==> src/rtl/camera_config_sccb.sv <==
// camera_config_sccb
// Walks the OV7670 configuration ROM after a start request and sends each
// entry to the sensor as an SCCB 3-phase write {ID, sub-address, value}.
// Entry 16'hFFF0 inserts a fixed wait and 16'hFFFF ends the table.
// The block only drives the bus: SIOD is never sampled and slave ACKs are
// not checked.

module camera_config_sccb #(
   parameter int         CLK_FREQ_HZ  = 25_000_000,
   parameter int         SCCB_FREQ_HZ = 100_000,
   parameter int         DELAY_MS     = 10,
   parameter logic [7:0] DEV_ID       = 8'h42
) (
   input  logic        clk,
   input  logic        rst_n,
   input  logic        start,
   output logic [7:0]  rom_select,
   input  logic [15:0] rom_out,
   output logic        sioc,
   output logic        siod_oe,
   output logic        busy,
   output logic        done
);

   localparam int QDIV         = CLK_FREQ_HZ / (4 * SCCB_FREQ_HZ);
   localparam int DELAY_CYCLES = (CLK_FREQ_HZ / 1000) * DELAY_MS;
   localparam int QW           = (QDIV > 1) ? $clog2(QDIV) : 1;
   localparam logic [QW-1:0] QLAST = QW'(QDIV - 1);
   localparam logic [31:0]   DLAST = 32'(DELAY_CYCLES - 1);

   typedef enum logic [3:0] {
      IDLE,
      FETCH,
      DECODE,
      TX_START,
      TX_BITS,
      TX_STOP,
      GAP,
      DELAY,
      DONE
   } state_t;

   state_t state, state_n;

   logic [QW-1:0] qcnt, qcnt_n;
   logic [1:0]    qtr, qtr_n;
   logic [31:0]   dcnt, dcnt_n;
   logic [4:0]    bit_idx, bit_n;
   logic [26:0]   frame, frame_n;
   logic [7:0]    rom_select_n;
   logic          sioc_n, siod_oe_n, busy_n, done_n;
   logic          q_end, advance;

   // State register; reset returns the sequencer to IDLE immediately.
   always_ff @(posedge clk or negedge rst_n) begin
      if (!rst_n) begin
         state <= IDLE;
      end else begin
         state <= state_n;
      end
   end

   // Datapath and bus pin registers; the pins come straight from flops so they never glitch.
   always_ff @(posedge clk or negedge rst_n) begin
      if (!rst_n) begin
         rom_select <= 8'd0;
         sioc       <= 1'b1;
         siod_oe    <= 1'b0;
         busy       <= 1'b0;
         done       <= 1'b0;
         frame      <= '0;
         bit_idx    <= '0;
         qcnt       <= '0;
         qtr        <= '0;
         dcnt       <= '0;
      end else begin
         rom_select <= rom_select_n;
         sioc       <= sioc_n;
         siod_oe    <= siod_oe_n;
         busy       <= busy_n;
         done       <= done_n;
         frame      <= frame_n;
         bit_idx    <= bit_n;
         qcnt       <= qcnt_n;
         qtr        <= qtr_n;
         dcnt       <= dcnt_n;
      end
   end

   // Next-state logic: pin values are computed one cycle ahead so each change lands exactly on a quarter boundary.
   always_comb begin
      state_n      = state;
      rom_select_n = rom_select;
      sioc_n       = sioc;
      siod_oe_n    = siod_oe;
      busy_n       = busy;
      done_n       = done;
      frame_n      = frame;
      bit_n        = bit_idx;
      advance      = 1'b0;
      q_end        = (qcnt == QLAST);
      qcnt_n       = q_end ? '0 : qcnt + 1'b1;
      qtr_n        = q_end ? qtr + 2'd1 : qtr;
      dcnt_n       = (state == DELAY) ? dcnt + 32'd1 : dcnt;

      case (state)
         IDLE, DONE: begin
            if (start) begin
               state_n      = FETCH;
               rom_select_n = 8'd0;
               busy_n       = 1'b1;
               done_n       = 1'b0;
            end
         end

         FETCH: begin
            state_n = DECODE;
         end

         DECODE: begin
            if (rom_out == 16'hFFFF) begin
               state_n = DONE;
               busy_n  = 1'b0;
               done_n  = 1'b1;
            end else if (rom_out == 16'hFFF0) begin
               state_n = DELAY;
            end else begin
               frame_n   = {DEV_ID, 1'b1, rom_out[15:8], 1'b1, rom_out[7:0], 1'b1};
               bit_n     = 5'd0;
               sioc_n    = 1'b1;
               siod_oe_n = 1'b1;
               state_n   = TX_START;
            end
         end

         TX_START: begin
            if (q_end && qtr == 2'd1) begin
               state_n   = TX_BITS;
               sioc_n    = 1'b0;
               siod_oe_n = ~frame[26];
            end
         end

         TX_BITS: begin
            if (q_end) begin
               case (qtr)
                  2'd1: sioc_n = 1'b1;
                  2'd3: begin
                     sioc_n = 1'b0;
                     if (bit_idx == 5'd26) begin
                        state_n   = TX_STOP;
                        siod_oe_n = 1'b1;
                     end else begin
                        bit_n     = bit_idx + 5'd1;
                        frame_n   = {frame[25:0], 1'b0};
                        siod_oe_n = ~frame[25];
                     end
                  end
                  default: ;
               endcase
            end
         end

         TX_STOP: begin
            if (q_end) begin
               case (qtr)
                  2'd1: sioc_n    = 1'b1;
                  2'd2: siod_oe_n = 1'b0;
                  2'd3: state_n   = GAP;
                  default: ;
               endcase
            end
         end

         GAP: begin
            if (q_end && qtr == 2'd3) begin
               advance = 1'b1;
            end
         end

         DELAY: begin
            if (dcnt == DLAST) begin
               advance = 1'b1;
            end
         end

         default: begin
            state_n = IDLE;
         end
      endcase

      if (advance) begin
         if (rom_select == 8'hFF) begin
            state_n = DONE;
            busy_n  = 1'b0;
            done_n  = 1'b1;
         end else begin
            rom_select_n = rom_select + 8'd1;
            state_n      = FETCH;
         end
      end

      if (state_n != state) begin
         qcnt_n = '0;
         qtr_n  = '0;
         dcnt_n = '0;
      end
   end

endmodule

==> config.mk <==
export PLATFORM = sky130hd
export DESIGN_NAME = camera_config_sccb
export DESIGN_NICKNAME = d
export VERILOG_FILES = /design/src/rtl/camera_config_sccb.sv
export SDC_FILE = /design/constraint.sdc
export NUM_CORES = 1
export LEC_CHECK = 0
export CORE_MARGIN = 2
export CORE_UTILIZATION = 30
export DETAILED_ROUTE_END_ITERATION = 10
export PLACE_DENSITY = 0.57
export RECOVER_POWER = 50
export SYNTH_ARGS = -nofsm -noshare
export SYNTH_HDL_FRONTEND = slang
export SYNTH_SLANG_ARGS = --single-unit
==> constraint.sdc <==
create_clock -name clk -period 2.65 [get_ports clk]
set_input_delay 0.53 -clock clk [delete_from_list [all_inputs] [get_ports clk]]
set_output_delay 0.53 -clock clk [all_outputs]
set_load 0.05 [all_outputs]
After elaboration in Yosys (flattened, before gate mapping)
Index checks and enable logic that the tools add are counted.
Widths: inputs -> output; s select.
{"block": "totals", "elab_cells": 120, "out_inout_bits": 12, "input_bits": 19, "reg_bits": 88}
{"block": "classes", "n_mux": 62, "reduce_logical": 12, "n_eq_ne": 28, "add_sub_neg": 5, "bitwise": 2}
{"operator": "$mux 27", "n": 5}
{"operator": "$mux 32", "n": 2}
{"operator": "$pmux 27 s2", "n": 1}
{"operator": "$mux 4", "n": 10}
{"operator": "$add 32x1->32 const B", "n": 1}
{"operator": "$eq 16x16->1 const B", "n": 2}
{"operator": "$eq 32x18->1 const B", "n": 1}
{"operator": "$mux 8", "n": 4}
{"operator": "$pmux 4 s7", "n": 1}
{"operator": "$mux 5", "n": 5}
{"operator": "$mux 1", "n": 22}
{"operator": "$ne 2x2->1 const B", "n": 9}
{"operator": "$eq 4x3->1 const B", "n": 4}
{"operator": "$reduce_and 8->1", "n": 2}
{"operator": "$mux 6", "n": 2}
{"operator": "$pmux 5 s2", "n": 1}
{"operator": "$add 8x1->8 const B", "n": 1}
{"operator": "$eq 4x2->1 const B", "n": 2}
{"operator": "$eq 8x8->1 const B", "n": 1}
{"operator": "$pmux 1 s2", "n": 4}
{"operator": "$pmux 1 s4", "n": 2}
{"operator": "$add 6x1->6 const B", "n": 1}
{"operator": "$eq 6x6->1 const B", "n": 1}
{"operator": "$reduce_and 6->1", "n": 1}
{"operator": "other kinds (17)", "n": 24}

Depth between registers and ports, before layout
{"block": "depth", "word_depth": 8, "ltp_mapped": 9, "ltp_nobuf": 8}

Worst setup path before layout
No wires, ideal clock.
{"block": "synth_timing", "path_type": "input -> register", "from": "in rom_out[10]", "to": "reg dcnt[0]", "arrival_time_ns": 2.168, "required_ns": 2.511, "setup_time_ns": 0.139, "n_path_buf": 1, "setup_slack_ns": 0.343, "stages": 7, "path_cell_list": "nand4_1 -> or3_1 -> a211oi_1 -> nand3_1 -> a221oi_4 -> buf_6 -> nor3_1"}
{"block": "synth_via", "elab_chain_cells": 7, "elab_cells_between_ends": 9, "classes_between": "3 x eq/ne; 5 x mux; 1 x reduce/logical"}
{"item": "start: declaration", "line_no": "18", "source": "input logic [15:0] rom_out,"}
{"item": "$eq 16x16->1", "line_no": "125", "source": "end else if (rom_out == 16'hFFF0) begin"}
{"item": "$mux 3", "line_no": "125"}
{"item": "$mux 4 *", "line_no": "121", "source": "if (rom_out == 16'hFFFF) begin"}
{"item": "$pmux 4 s7 *", "line_no": "106", "source": "case (state)"}
{"item": "$mux 4 *", "line_no": "192", "source": "if (advance) begin"}
{"item": "$ne 4x4->1 *", "line_no": "203", "source": "if (state_n != state) begin"}
{"item": "$mux 32 or $reduce_bool 2->1 (tied branches)"}
{"item": "end signal: assignment", "line_no": "86", "source": "dcnt <= dcnt_n;"}
{"item": "end: declaration", "line_no": "47", "source": "logic [31:0] dcnt, dcnt_n;"}
Every way passes the cells marked *; elsewhere a longest branch is shown, timed or not.
A chain may end at the register's enable or synchronous reset.

Worst setup path after layout
{"block": "layout_timing", "from": "in rom_out[15]", "to": "reg dcnt[24]"}
Same word-level chain as after synthesis.

==> out/metrics.cfg <==
[timing]
report.final.slew_viol_count = 0
rsz0062_at_grt = yes
fin_skew_ps = 7.90
fin_crit_sh = 0.967
setup-tns-final_ps = 0
timing.fmax_mhz = 390
setup_violations = 0
fin_hold_ws_ps = 341
fin_crit_ps = 2560
tightestPinTransition_ps = 1230
hold_violations = 0
fin_ws_ps = 87.7
max_slew_margin = 0.181

[critical_path]
max_stage_delay_ps = 480
arrival_ps = 2830
ff2ff_setup_slack_ps = 100
path_depth = 10
crit_path_end_kind = flop
path_class = in -> reg
cp_num_buf_inv = 4
r2r-start = state[3]
required_ps = 2910
crit_fanout = 10
crit_chain = clkdlybuf4s50_1, nand4_1, or3_4, a211oi_2, buf_4, a311o_1, a221oi_4, buf_12, clkbuf_16, nor3_1
start_kind = input pin
r2r_cells = 9
crit_family = buffers and inverters
slowest_stage = clkdlybuf4s50_1
r2r-end = dcnt[24]

[cts]
cts_buffer_depth = 2
cts_buffers = 9
cts.reportedPaths.clkPinSlew_ps = 70
clkLatencyLatePin_ps = 350
cts-root-buf = clkbuf_16
h-tree-depth = 3
clkSinkCount = 88
cts_tree = done

[place]
place_congestion = 0.784
detailed_place_hpwl_um = 7630
placedCellCount = 784
pre_cts_slack_ps = -322
io_buffers = 30

[drt]
route.detailed.drc = 0
final_antenna_net_count = 0
wl_per_cell_um = 14.3
vias_per_cell = 5.03
drt_wl_total_um = 11500
vias = 4048
firstDrtPassIters = 5
drt_iter0_markers = 229

[grt]
top_usage_layer = met2
use_met3 = 0.0390
grt-ovfl-total = 0
met2_usage = 0.229
grt_pass1_vias = 3951
track_usage = 0.141
grt_max_degree = 50
antenna_found_initial = 0
use_met1 = 0.183
grt_pass1_wl_um = 19000

[die]
start_util = 0.303
row_count = 46
core_area_um2 = 15700
dieArea_um2 = 16900
die_w_um = 130
die_h_um = 130
ios = 31

[logic_synthesis]
yosysWarnings = 0
netlist_instances = 521
synth_edf_count = 0
netlist_area_um2 = 4770
synth_ff_type = dfrtp_1
synthArstFlopShare = 1.00
ys_types = 56
synth.yosys.seq_area_share = 0.462
avgSynthCellArea_um2 = 9.15
syn_nets = 549
yosys_register_bits = 88

[status]
status = completed

[layout]
fin_nets = 612
syn2layout_area_growth_pct = 29.2
final_cells = 805
final_util = 0.392
n_antenna_cell = 0
final_common_cell = dfrtp_1
drive_gt1_frac = 0.185
layout_common_cells = dfrtp_1, nand2_1, nor2_1

[power]
leakage_nw = 2.45
vdd_drop_max_v = 0.000666
power.density_nw_per_um2 = 853

[worst_hold_path]
hold_class = in -> async

[flow_run]
max_cap_violations = 0

[state kept, by name, summed over array words and instances (netlist names), 2 cells and up]
register / flops
frame: 27
rom_select: 8
bit_idx: 5
qtr: 2
qcnt: 6
dcnt: 32
state: 4
[cells by family (layout without fill, tap and decap cells)]
family,after synthesis,after routing,share of synthesized area
simple gates,259,259,0.281
flops,88,88,0.462
compound gates,81,81,0.112
buf+inv,43,111,0.0444
xor+xnor,36,36,0.0662
fa+ha+maj,9,9,0.0236
mux,5,5,0.0110
[how the worst max path moves through the flow]
stage	start	to	slack (ps)
after CTS	rom_out[13]	dcnt[20]	9
after global placement	rom_out[10]	dcnt[29]	-310
final	rom_out[15]	dcnt[24]	90
after global routing	dcnt[13]	rom_select[7]	-20
after detailed placement	rom_out[13]	dcnt[20]	-320
after floorplan	rom_out[10]	dcnt[0]	340
[synth_stat cells, types with 3 or more instances]
cell | n | area [um2]
nor3_1 | 51 | 255
nand4b_1 | 3 | 26.3
nand2b_1 | 4 | 25.0
nor4_1 | 10 | 62.6
buf_2 | 7 | 35.0
o31ai_1 | 4 | 30.0
ha_1 | 9 | 113
o41ai_1 | 3 | 26.3
and3_1 | 4 | 25.0
nand4_1 | 16 | 100
buf_4 | 3 | 22.5
nand2_1 | 69 | 259
nor2_1 | 52 | 195
a21oi_1 | 13 | 65.1
nand3_1 | 22 | 110
buf_6 | 4 | 45.0
dfrtp_1 | 87 | 2180
nor4b_2 | 3 | 45.0
mux2i_1 | 3 | 30.0
a31oi_1 | 16 | 100
clkbuf_1 | 13 | 48.8
xor2_1 | 17 | 149
and4_1 | 8 | 70.1
a21o_1 | 3 | 22.5
inv_1 | 16 | 60.1
o211ai_1 | 3 | 22.5
o311ai_0 | 3 | 26.3
o21ai_0 | 23 | 115
xnor2_1 | 19 | 166
[per-stage QoR]
| step | power [mW] | instance area, um2 |
|---|---|---|
| 6_report | 5.25 | 6160 |
| 5_1_grt | 5.56 | 6160 |
| 4_1_cts | 4.95 | 5940 |
| 3_5_place_dp | 3.62 | 5630 |
| 3_3_place_gp | 3.59 | 5630 |
| 2_1_floorplan | 2.85 | 4770 |
[final cells by class]
type                    instances  area, um2
clock buffers                  11        243
multi-input cells             390       2510
clock inverters                 5       57.6
inverters                      16       60.1
well taps                     216        270
flip-flops and latches         88       2200
fillers                      1609       9550
repair buffers                 79        817
[metal layers]
layer / vias to the layer above / share of wire
li1: 1993 / -
met1: 1974 / 0.47
met2: 66 / 0.48
met3: 15 / 0.035
met4: 0 / 0.016
met5: - / 0
[where the power goes]
part / leakage [nW] / switching (mW) / internal (mW) / total (mW)
registers: 1.13 / 0.162 / 1.55 / 1.72
logic: 1.19 / 1.23 / 1.01 / 2.24
clock network: 0.138 / 0.538 / 0.755 / 1.29
[what timing repair did]
action                                  CTS  global route
cloned                                    0             3
hold buffers                              0             0
buffers inserted                          0             2
endpoints found under the setup margin    3            67
pin swaps                                 0             6
resized for setup                         2            32
(Power assumes the default switching activity.)
==> RTL edit (same flow settings) <==
The parameter `DELAY_MS` goes from 10 to 8.
--- a/src/rtl/camera_config_sccb.sv
+++ b/src/rtl/camera_config_sccb.sv
@@ -8,7 +8,7 @@
 module camera_config_sccb #(
    parameter int         CLK_FREQ_HZ  = 25_000_000,
    parameter int         SCCB_FREQ_HZ = 100_000,
-   parameter int         DELAY_MS     = 10,
+   parameter int         DELAY_MS     = 8,
    parameter logic [7:0] DEV_ID       = 8'h42
 ) (
    input  logic        clk,
Function: no difference found for any inputs over 10 cycles, from zero or initial values and one cycle with rst_n low; that may be too few to reach the edited logic, so the function may still have changed.
==> RTL edit against the unedited design <==
- the run now ends with max-capacitance violations, max-slew violations left
- total power fell by 7.1%
- sequential power grew 2%
- clock skew up 0.0018 ns
- routed wire length shrank 8.5%
- global-route usage fell by 0.82 points
- cell count down 4.6%
- sequential cell count is the same
- synthesized cell count fell by 4.8%
- final area is 1.4% lower
- synthesized area down 2.4%
- worst setup slack got worse by 0.047 ns
==> RTL edit: results (changes against the unedited design) <==
================================================================
Outcome                                             complete, but fails checks
Failing checks                                      max-capacitance violations, max-slew violations
Routed wire length on met3                                301 µm   -25%
Number of cells upsized or downsized after cts                 4   +2
Global-route total usage across every layer               13.28%   -0.82 points
Die boundary width                                      128.5 µm   -1.2%
Placed Cells incl. Taps                                      745   -5.0%
Final period utilization                                  98.48%   +1.8 points
Total number of vias                                        3789   -6.4%
Clock network contribution to total cell area             4.968%   +0.092 points
Final Wtd Congestion                                      0.8408   +7.3%
DRT iter0 DRCs                                               281   +23%
Met1 Routed Length                                       5035 µm   -6.3%
Leakage power of the design                             2.603 nW   +6.2%
Sequential cell area fraction in the yosys report         47.38%   +1.1 points
Multi-input combinational cell count                         376   -3.6%
Inverters                                                      6   -10
Area occupied by multi-input gates                      2430 µm²   -3.0%
Final clock skew                                     0.009680 ns   +0.001778 ns
Met3 track demand over resource in global routing         3.368%   -0.53 points
Worst-case vdd ir drop                                 0.3622 mV   -46%
Met1 layer usage reported by global route                 16.86%   -1.4 points
Fin. max-slew vios                                            37   +37
Top cells by instance count after synthesis         sky130_fd_sc_hd__dfrtp_1, sky130_fd_sc_hd__nand2_1, sky130_fd_sc_hd__nor2_1
Setup CP Type                                       flip-flop to flip-flop
Pre-CTS worst setup slack                             -0.4262 ns   -0.1041 ns
Highest net fanout along the worst path                       14   +4
CP top delay family                                 simple AND/OR/NAND/NOR gates
WP data arrival                                          2.87 ns   +0.04 ns
Maxcap violations                                              1   +1
Startpoint of the worst setup timing path           state[2]$_DFF_PN0_
Instance area at placement                              5567 µm²   -1.1%
Avg Vias per Cell                                          4.934   -1.9%
Crit path max-delay cell type                       sky130_fd_sc_hd__or4b_2
================================================================
## RTL edit: cell types whose count changed after synthesis, sizes merged, moves of 5 or more
| cell | change |
|---|---|
| a31oi | -13 |
| and3 | +7 |
| inv | -10 |
| mux2i | +14 |
| nand2 | +5 |
| nand3 | -5 |
| nor2 | +8 |
| nor3 | -38 |
| nor4 | -5 |
| o21ai | +14 |
| xor2 | +7 |
## RTL edit: power breakdown
part / internal [mW] / leakage (nW) / switching, mW
Sequential: 1.58 / 1.16 / 0.172
Clock: 0.721 / 0.149 / 0.541
Combinational: 0.857 / 1.29 / 1.00
Total: 3.16 / 2.60 / 1.71
## RTL edit: kinds of logic after synthesis
family          Yosys count  synth area share [%]
compound gates           78                 10.06
mux                      19                 4.143
fa+ha+maj                 9                 2.421
flops                    88                 47.38
buf+inv                  32                 3.228
simple gates            231                 25.42
xor+xnor                 39                 7.345
